<file path="config.mk">
export PLATFORM = sky130hd
export DESIGN_NAME = arm_pose_sequencer
export DESIGN_NICKNAME = d
export VERILOG_FILES = /design/src/rtl/arm_pose_sequencer.sv
export SDC_FILE = /design/constraint.sdc
export NUM_CORES = 2
export LEC_CHECK = 0
export ABC_CLOCK_PERIOD_IN_PS = 3850
export CAP_MARGIN = 20
export CORE_MARGIN = 4
export CORE_UTILIZATION = 55
export DETAILED_ROUTE_END_ITERATION = 7
export DONT_BUFFER_PORTS = 1
export GPL_TIMING_DRIVEN = 0
export HOLD_SLACK_MARGIN = 0.08
export PLACE_DENSITY = 0.76
export SYNTH_ARGS = -nofsm -noshare
export SYNTH_HDL_FRONTEND = slang
export SYNTH_SLANG_ARGS = --single-unit
</file>
<file path="constraint.sdc">
create_clock -name clk -period 3.85 [get_ports clk]
set_input_delay 0.385 -clock clk [delete_from_list [all_inputs] [get_ports clk]]
set_output_delay 0.385 -clock clk [all_outputs]
set_load 0.02 [all_outputs]
</file>
<file path="src/rtl/arm_pose_sequencer.sv">
`default_nettype none
// ============================================================================
// Module      : arm_pose_sequencer
// Description : Pose table plus playback engine that feeds (servo, pwm, time)
//               commands to the servo UART formatter over valid/ready, then
//               holds for each pose's move time. Single-shot or looped play,
//               with a graceful stop.
// Revision    : 1.0 - initial release
// ============================================================================
module arm_pose_sequencer #(
  parameter int NUM_SERVOS   = 6,
  parameter int NUM_POSES    = 8,
  parameter int TICKS_PER_MS = 50000,
  parameter int PWM_MIN      = 500,
  parameter int PWM_MAX      = 2500
) (
  input  logic        clk,
  input  logic        rst_n,
  input  logic        wr_en,
  input  logic [2:0]  wr_pose,
  input  logic [2:0]  wr_servo,
  input  logic [11:0] wr_pwm,
  input  logic [1:0]  wr_time,
  input  logic [2:0]  last_pose,
  input  logic        loop_en,
  input  logic        start,
  input  logic        stop,
  output logic        cmd_valid,
  input  logic        cmd_ready,
  output logic [2:0]  servo_id,
  output logic [11:0] pwm_value,
  output logic [1:0]  time_value,
  output logic        busy,
  output logic [2:0]  pose_idx,
  output logic        done
);

  localparam logic [3:0]  c_NUM_SERVOS = 4'(NUM_SERVOS);
  localparam logic [3:0]  c_NUM_POSES  = 4'(NUM_POSES);
  localparam logic [2:0]  c_LAST_SERVO = 3'(NUM_SERVOS - 1);
  localparam logic [2:0]  c_MAX_POSE   = 3'(NUM_POSES - 1);
  localparam logic [11:0] c_PWM_MIN    = 12'(PWM_MIN);
  localparam logic [11:0] c_PWM_MAX    = 12'(PWM_MAX);
  localparam logic [11:0] c_PWM_RST    = 12'd1500;
  localparam logic [1:0]  c_TIME_RST   = 2'd2;

  typedef enum logic [1:0] {
    S_IDLE  = 2'd0,
    S_ISSUE = 2'd1,
    S_HOLD  = 2'd2
  } state_t;

  state_t      state_q, state_d;
  logic [2:0]  pose_q, pose_d;
  logic [2:0]  servo_q, servo_d;
  logic [2:0]  last_q, last_d;
  logic [31:0] hold_q, hold_d;
  logic        stop_pend_q, stop_pend_d;
  logic        valid_q, valid_d;
  logic        done_q, done_d;
  logic [2:0]  id_q;
  logic [11:0] pwm_q;
  logic [1:0]  time_q;

  logic [11:0] pwm_tab_q [NUM_POSES][NUM_SERVOS];
  logic [1:0]  time_tab_q [NUM_POSES];

  logic        w_load;
  logic        w_wr_ok;
  logic [11:0] w_wr_pwm;
  logic [2:0]  w_last_clamped;
  logic [11:0] w_rd_pwm;
  logic [1:0]  w_rd_time;

  // Move-time code to hold length in clock cycles.
  function automatic logic [31:0] hold_cycles(input logic [1:0] code);
    logic [31:0] r;
    case (code)
      2'd0:    r = 32'(250 * TICKS_PER_MS);
      2'd1:    r = 32'(500 * TICKS_PER_MS);
      2'd2:    r = 32'(1000 * TICKS_PER_MS);
      default: r = 32'(2000 * TICKS_PER_MS);
    endcase
    return r;
  endfunction

  assign w_wr_ok        = wr_en && ({1'b0, wr_pose} < c_NUM_POSES) &&
                          ({1'b0, wr_servo} < c_NUM_SERVOS);
  assign w_wr_pwm       = (wr_pwm < c_PWM_MIN) ? c_PWM_MIN :
                          (wr_pwm > c_PWM_MAX) ? c_PWM_MAX : wr_pwm;
  assign w_last_clamped = ({1'b0, last_pose} >= c_NUM_POSES) ? c_MAX_POSE : last_pose;

  // The command register samples the entry addressed by the next pose/servo.
  assign w_rd_pwm  = pwm_tab_q[pose_d][servo_d];
  assign w_rd_time = time_tab_q[pose_d];

  // Pose table storage; writes land after the edge, so a same-cycle read sees the old entry.
  always_ff @(posedge clk or negedge rst_n) begin
    if (!rst_n) begin
      for (int p = 0; p < NUM_POSES; p++) begin
        time_tab_q[p] <= c_TIME_RST;
        for (int s = 0; s < NUM_SERVOS; s++) begin
          pwm_tab_q[p][s] <= c_PWM_RST;
        end
      end
    end else if (w_wr_ok) begin
      pwm_tab_q[wr_pose][wr_servo] <= w_wr_pwm;
      time_tab_q[wr_pose]          <= wr_time;
    end
  end

  // Playback next-state logic: issue one command per servo, then hold, then advance/wrap/finish.
  always_comb begin
    state_d     = state_q;
    pose_d      = pose_q;
    servo_d     = servo_q;
    last_d      = last_q;
    hold_d      = hold_q;
    stop_pend_d = stop_pend_q;
    valid_d     = valid_q;
    done_d      = 1'b0;
    w_load      = 1'b0;
    case (state_q)
      S_IDLE: begin
        if (start) begin
          last_d      = w_last_clamped;
          pose_d      = 3'd0;
          servo_d     = 3'd0;
          stop_pend_d = 1'b0;
          w_load      = 1'b1;
          valid_d     = 1'b1;
          state_d     = S_ISSUE;
        end
      end
      S_ISSUE: begin
        if (valid_q && cmd_ready) begin
          valid_d = 1'b0;
          if (stop || stop_pend_q) begin
            stop_pend_d = 1'b0;
            done_d      = 1'b1;
            state_d     = S_IDLE;
          end else if (servo_q == c_LAST_SERVO) begin
            hold_d  = hold_cycles(time_q) - 32'd1;
            state_d = S_HOLD;
          end else begin
            servo_d = servo_q + 3'd1;
          end
        end else if (valid_q) begin
          if (stop) begin
            stop_pend_d = 1'b1;
          end
        end else if (stop || stop_pend_q) begin
          // Gap cycle between commands: nothing outstanding, stop right away.
          stop_pend_d = 1'b0;
          done_d      = 1'b1;
          state_d     = S_IDLE;
        end else begin
          w_load  = 1'b1;
          valid_d = 1'b1;
        end
      end
      S_HOLD: begin
        if (stop) begin
          done_d  = 1'b1;
          state_d = S_IDLE;
        end else if (hold_q == 32'd0) begin
          if (pose_q < last_q) begin
            pose_d  = pose_q + 3'd1;
            servo_d = 3'd0;
            w_load  = 1'b1;
            valid_d = 1'b1;
            state_d = S_ISSUE;
          end else if (loop_en) begin
            pose_d  = 3'd0;
            servo_d = 3'd0;
            w_load  = 1'b1;
            valid_d = 1'b1;
            state_d = S_ISSUE;
          end else begin
            done_d  = 1'b1;
            state_d = S_IDLE;
          end
        end else begin
          hold_d = hold_q - 32'd1;
        end
      end
      default: state_d = S_IDLE;
    endcase
  end

  // Control state and the registered command fields.
  always_ff @(posedge clk or negedge rst_n) begin
    if (!rst_n) begin
      state_q     <= S_IDLE;
      pose_q      <= 3'd0;
      servo_q     <= 3'd0;
      last_q      <= 3'd0;
      hold_q      <= 32'd0;
      stop_pend_q <= 1'b0;
      valid_q     <= 1'b0;
      done_q      <= 1'b0;
      id_q        <= 3'd0;
      pwm_q       <= 12'd0;
      time_q      <= 2'd0;
    end else begin
      state_q     <= state_d;
      pose_q      <= pose_d;
      servo_q     <= servo_d;
      last_q      <= last_d;
      hold_q      <= hold_d;
      stop_pend_q <= stop_pend_d;
      valid_q     <= valid_d;
      done_q      <= done_d;
      if (w_load) begin
        id_q   <= servo_d;
        pwm_q  <= w_rd_pwm;
        time_q <= w_rd_time;
      end
    end
  end

  assign cmd_valid  = valid_q;
  assign servo_id   = id_q;
  assign pwm_value  = pwm_q;
  assign time_value = time_q;
  assign busy       = (state_q != S_IDLE);
  assign pose_idx   = pose_q;
  assign done       = done_q;

endmodule
`default_nettype wire
</file>
==> results_dict.tcl <==
set metrics [dict create \
    outcome "finished with violations" \
    failing_checks "hold timing, slew limit, setup timing" \
    synth.cell_area_sq_um 30800 \
    drive_above_1_share_pct 21.6 \
    clock_insertion_delay_worst_skew_ns 0.63 \
    antenna_nets_post_route 0 \
    timing_hold_violations_final 449 \
    fillers 4567 \
    cts.sinks 655 \
    worst-r2r-setup-slack_ns -0.009 \
    cp-end-kind "flop" \
    drt_pre_antenna_iters 5 \
    final-seq-area_sq_um 16800 \
    worst_hold_slack_ns -0.521 \
    dr.first_iter.drc_count 3954 \
    hpwlAfterDp_um 90700 \
    floorplan.die_area_sq_um 59800 \
    tritoncts.num_buffers 72 \
    worstPathMaxFanout 10 \
    detail_route.wl_per_cell_um 29.8 \
    routed_via_density 6.51 \
    detail_route.wirelength_um 128000 \
    number_of_antenna_violations_at_the_first_check_in_global_routing 12 \
    post-route-util_pct 64.3 \
    fin_nets 3511 \
    floorplan.core_area_sq_um 55200 \
    horiz_die_dim_um 244 \
    cts_tree "yes" \
    worstSetupStartpoint "hold_q[2]$_DFFE_PN0P_" \
    number_of_endpoints_failing_setup_at_the_final_stage 2 \
    area_delta_synth_final_pct 15.4 \
    finalMaxSlewViolations 263 \
    final.setup.tns_ns -0.0163 \
    multi_input_area_sq_um 13300 \
    timing.hold.worst.class "input pin to async pin" \
    criticalPathCategory "flop to flop" \
    synth.yosys.seq_area_share_pct 54.7 \
    fmaxAchievable_mhz 259 \
    slew-limit-headroom_pct -21.2 \
    tightest_slew_ns 1.82 \
    gp_congestion 1.06 \
    num_vias 27800 \
    crit_required_ns 4.30 \
    ir_drop_worst_vdd_v 0.000429 \
    layout_min_cycle_time_ns 3.86 \
    setup.worst_path.start_class "flop" \
    worst_r2r_path_depth 11 \
    post-route-period-util_pct 100 \
    synthesis.nets 3398 \
    grt_remaining_overflow 0 \
    dieHeight_um 244 \
    timing.max_cap.violations 0 \
    floorplan.initialDensity_pct 55.7 \
    cts.hold.buffers_added 9 \
    timing.critical_path.arrival_ns 4.31 \
    synth_top_flop_cell "dfstp_2" \
    distinct_cells_synth 66 \
    leakagePower_nw 13.8 \
    grt_max_degree 656 \
    asyncSetResetFlopFracSynth_pct 100 \
    groute.usage.overall_pct 42.2 \
    postSynthAreaPerCell_sq_um 9.16 \
    synth_edf_count 0 \
    rsz0062_at_grt "yes" \
    clk_root_buffer_cell "clkbuf_16" \
    io_buffer_count 0 \
    io_pins 53 \
    timing.clock.skew_ns 0.0288 \
    worst_setup_hold_path_clk_slew_ns 0.06 \
    post_synth_inst_count 3358 \
    worst_r2r_startpoint "hold_q[2]$_DFFE_PN0P_" \
    post-route-drc-count 0 \
    synth.ff_latch_count 655 \
    synth.yosys.warnings 0 \
    grt_pass1_wl_um 183000 \
    std_cell_rows 86 \
    max-clock-path-buffers 3 \
    final.setup.worst_slack_ns -0.00865 \
    h-tree-depth 3 \
    pwr_density_cell_nw_per_um2 545 \
    grt_pass1_vias 26800 \
]
[synth_stat cells, types with 5 or more instances]
cell type	number	area, sq um
nand2_1	1001	3760
o21ai_0	576	2880
dfstp_2	344	9040
dfrtp_1	311	7780
clkbuf_1	225	845
a21oi_1	156	781
mux2i_1	142	1420
nand3_1	75	375
nor2_1	70	263
mux2_2	55	619
a221oi_1	48	420
a32o_1	44	440
nor3_1	38	190
buf_2	37	185
o22ai_1	20	125
o21a_1	15	113
inv_1	11	41.3
o2111ai_1	11	96.3
ha_1	10	125
nand2b_1	10	62.6
a31oi_1	9	56.3
nand4_1	9	56.3
nor4_1	9	56.3
or3_1	9	56.3
and2_1	8	50.1
buf_1	8	30.0
nor2b_1	8	50.1
and3_1	7	43.8
buf_4	7	52.6
a311oi_1	6	52.6
buf_6	6	67.6
a21o_1	5	37.5
or2_2	5	31.3
xnor2_1	5	43.8
[state kept, by name, summed over array words and instances (netlist names)]
signal,count
pwm_tab_q,576
hold_q,32
time_tab_q,16
pwm_value,12
last_q,3
pose_idx,3
servo_id,3
servo_q,3
state_q,2
time_value,2
cmd_valid,1
done,1
stop_pend_q,1
[worst max-delay path, cell delays in order, from the launching register on]
cell	delay [ns]
dfrtp_2	0.44
or3_4	0.42
nand4bb_4	0.25
nor4_4	0.38
a31oi_1	0.17
nand2_2	0.25
clkbuf_2	0.42
buf_2	0.57
a221oi_4	0.12
o21a_1	0.25
a21oi_4	0.22
o2111ai_1	0.18
[layout by cell type (no fill, tap or decap), types with 8 or more instances in the layout]
cell and n:
or3_1 9, inv_1 11, a221oi_2 26, o2111ai_1 9, nand3_1 74, clkbuf_1 208, clkbuf_2 25, clkbuf_16 76
ha_1 9, buf_6 18, buf_4 13, mux2i_2 9, a32o_2 12, o22ai_1 19, a21oi_1 142, and2_1 8
nand4_1 9, a21oi_2 8, nand2b_1 10, nor2_1 63, o21ai_0 563, clkinv_2 12, clkbuf_8 17, dfrtp_1 307
a221oi_1 20, mux2i_1 129, buf_2 27, o21a_1 15, mux2_2 55, dfstp_2 344, dlygate4sd3_1 9, nor3_1 31
buf_8 23, a32o_1 32, clkbuf_4 13, nor2b_1 8, nand2_1 999
[what timing repair did]
action / 4_1_cts / 5_1_grt
buffers inserted: 0 / 0
pin swaps: 0 / 2
endpoints found under the hold margin: 680 / 655
cloned: 0 / 0
endpoints found under the setup margin: 18 / 23
gates resized for setup: 118 / 145
[logic make-up after synthesis]
family	count (synthesis)	synth area share [%]
AND/OR/NAND/NOR	1265	16.8
AO/OA/AOI/OAI	926	17.3
flip-flops	655	54.7
buffers and inverters	297	4.01
multiplexers	197	6.64
adder cells (fa/ha/maj)	10	0.407
XOR/XNOR	8	0.228
[power breakdown]
part	switching, W	internal [W]
Clock	0.00293	0.00416
Combinational	0.00226	0.00110
Sequential	0.000768	0.00813
[stage by stage]
step	hold slack, ns	setup slack, ns	instances	total power (W)	cell area (sq um)
floorplan	0.0894	0.637	3358	0.0107	30800
global placement	0.124	-1.06	4106	0.0118	31700
detailed placement	0.122	-1.06	4131	0.0120	32100
CTS	-0.529	-0.0193	4272	0.0191	34900
global route	-0.540	-0.0577	4277	0.0200	35500
finish	-0.521	-0.00865	4281	0.0193	35500
[final timing paths]
path	to
setup / recovery	pwm_value[7]$_DFFE_PN0P_
hold / removal	pwm_tab_q[216]$_DFFE_PN0P_
setup reg to reg	pwm_value[7]$_DFFE_PN0P_
hold reg to reg	time_tab_q[11]$_DFFE_PN1P_
max in group asynchronous	pwm_tab_q[335]$_DFFE_PN0P_
min in group clk	time_tab_q[12]$_DFFE_PN0P_
[metal layers]
metal | global-route usage [%] | part of all wire (%)
met5 | 0 | 0.026
met4 | 25.7 | 7.7
met3 | 12.9 | 13
met2 | 60.9 | 42
met1 | 56.0 | 38
[area by class of cell]
class | instances | area share [%]
Clock buffer | 113 | 6.23
Tap cell | 748 | 2.64
Antenna cell | 4 | 0.0282
Multi-Input combinational cell | 2406 | 37.6
Timing Repair Buffer | 39 | 1.51
Clock inverter | 19 | 0.539
Inverter | 14 | 0.155
Buffer | 283 | 3.92
Sequential cell | 655 | 47.4
(Power assumes the default switching activity.)
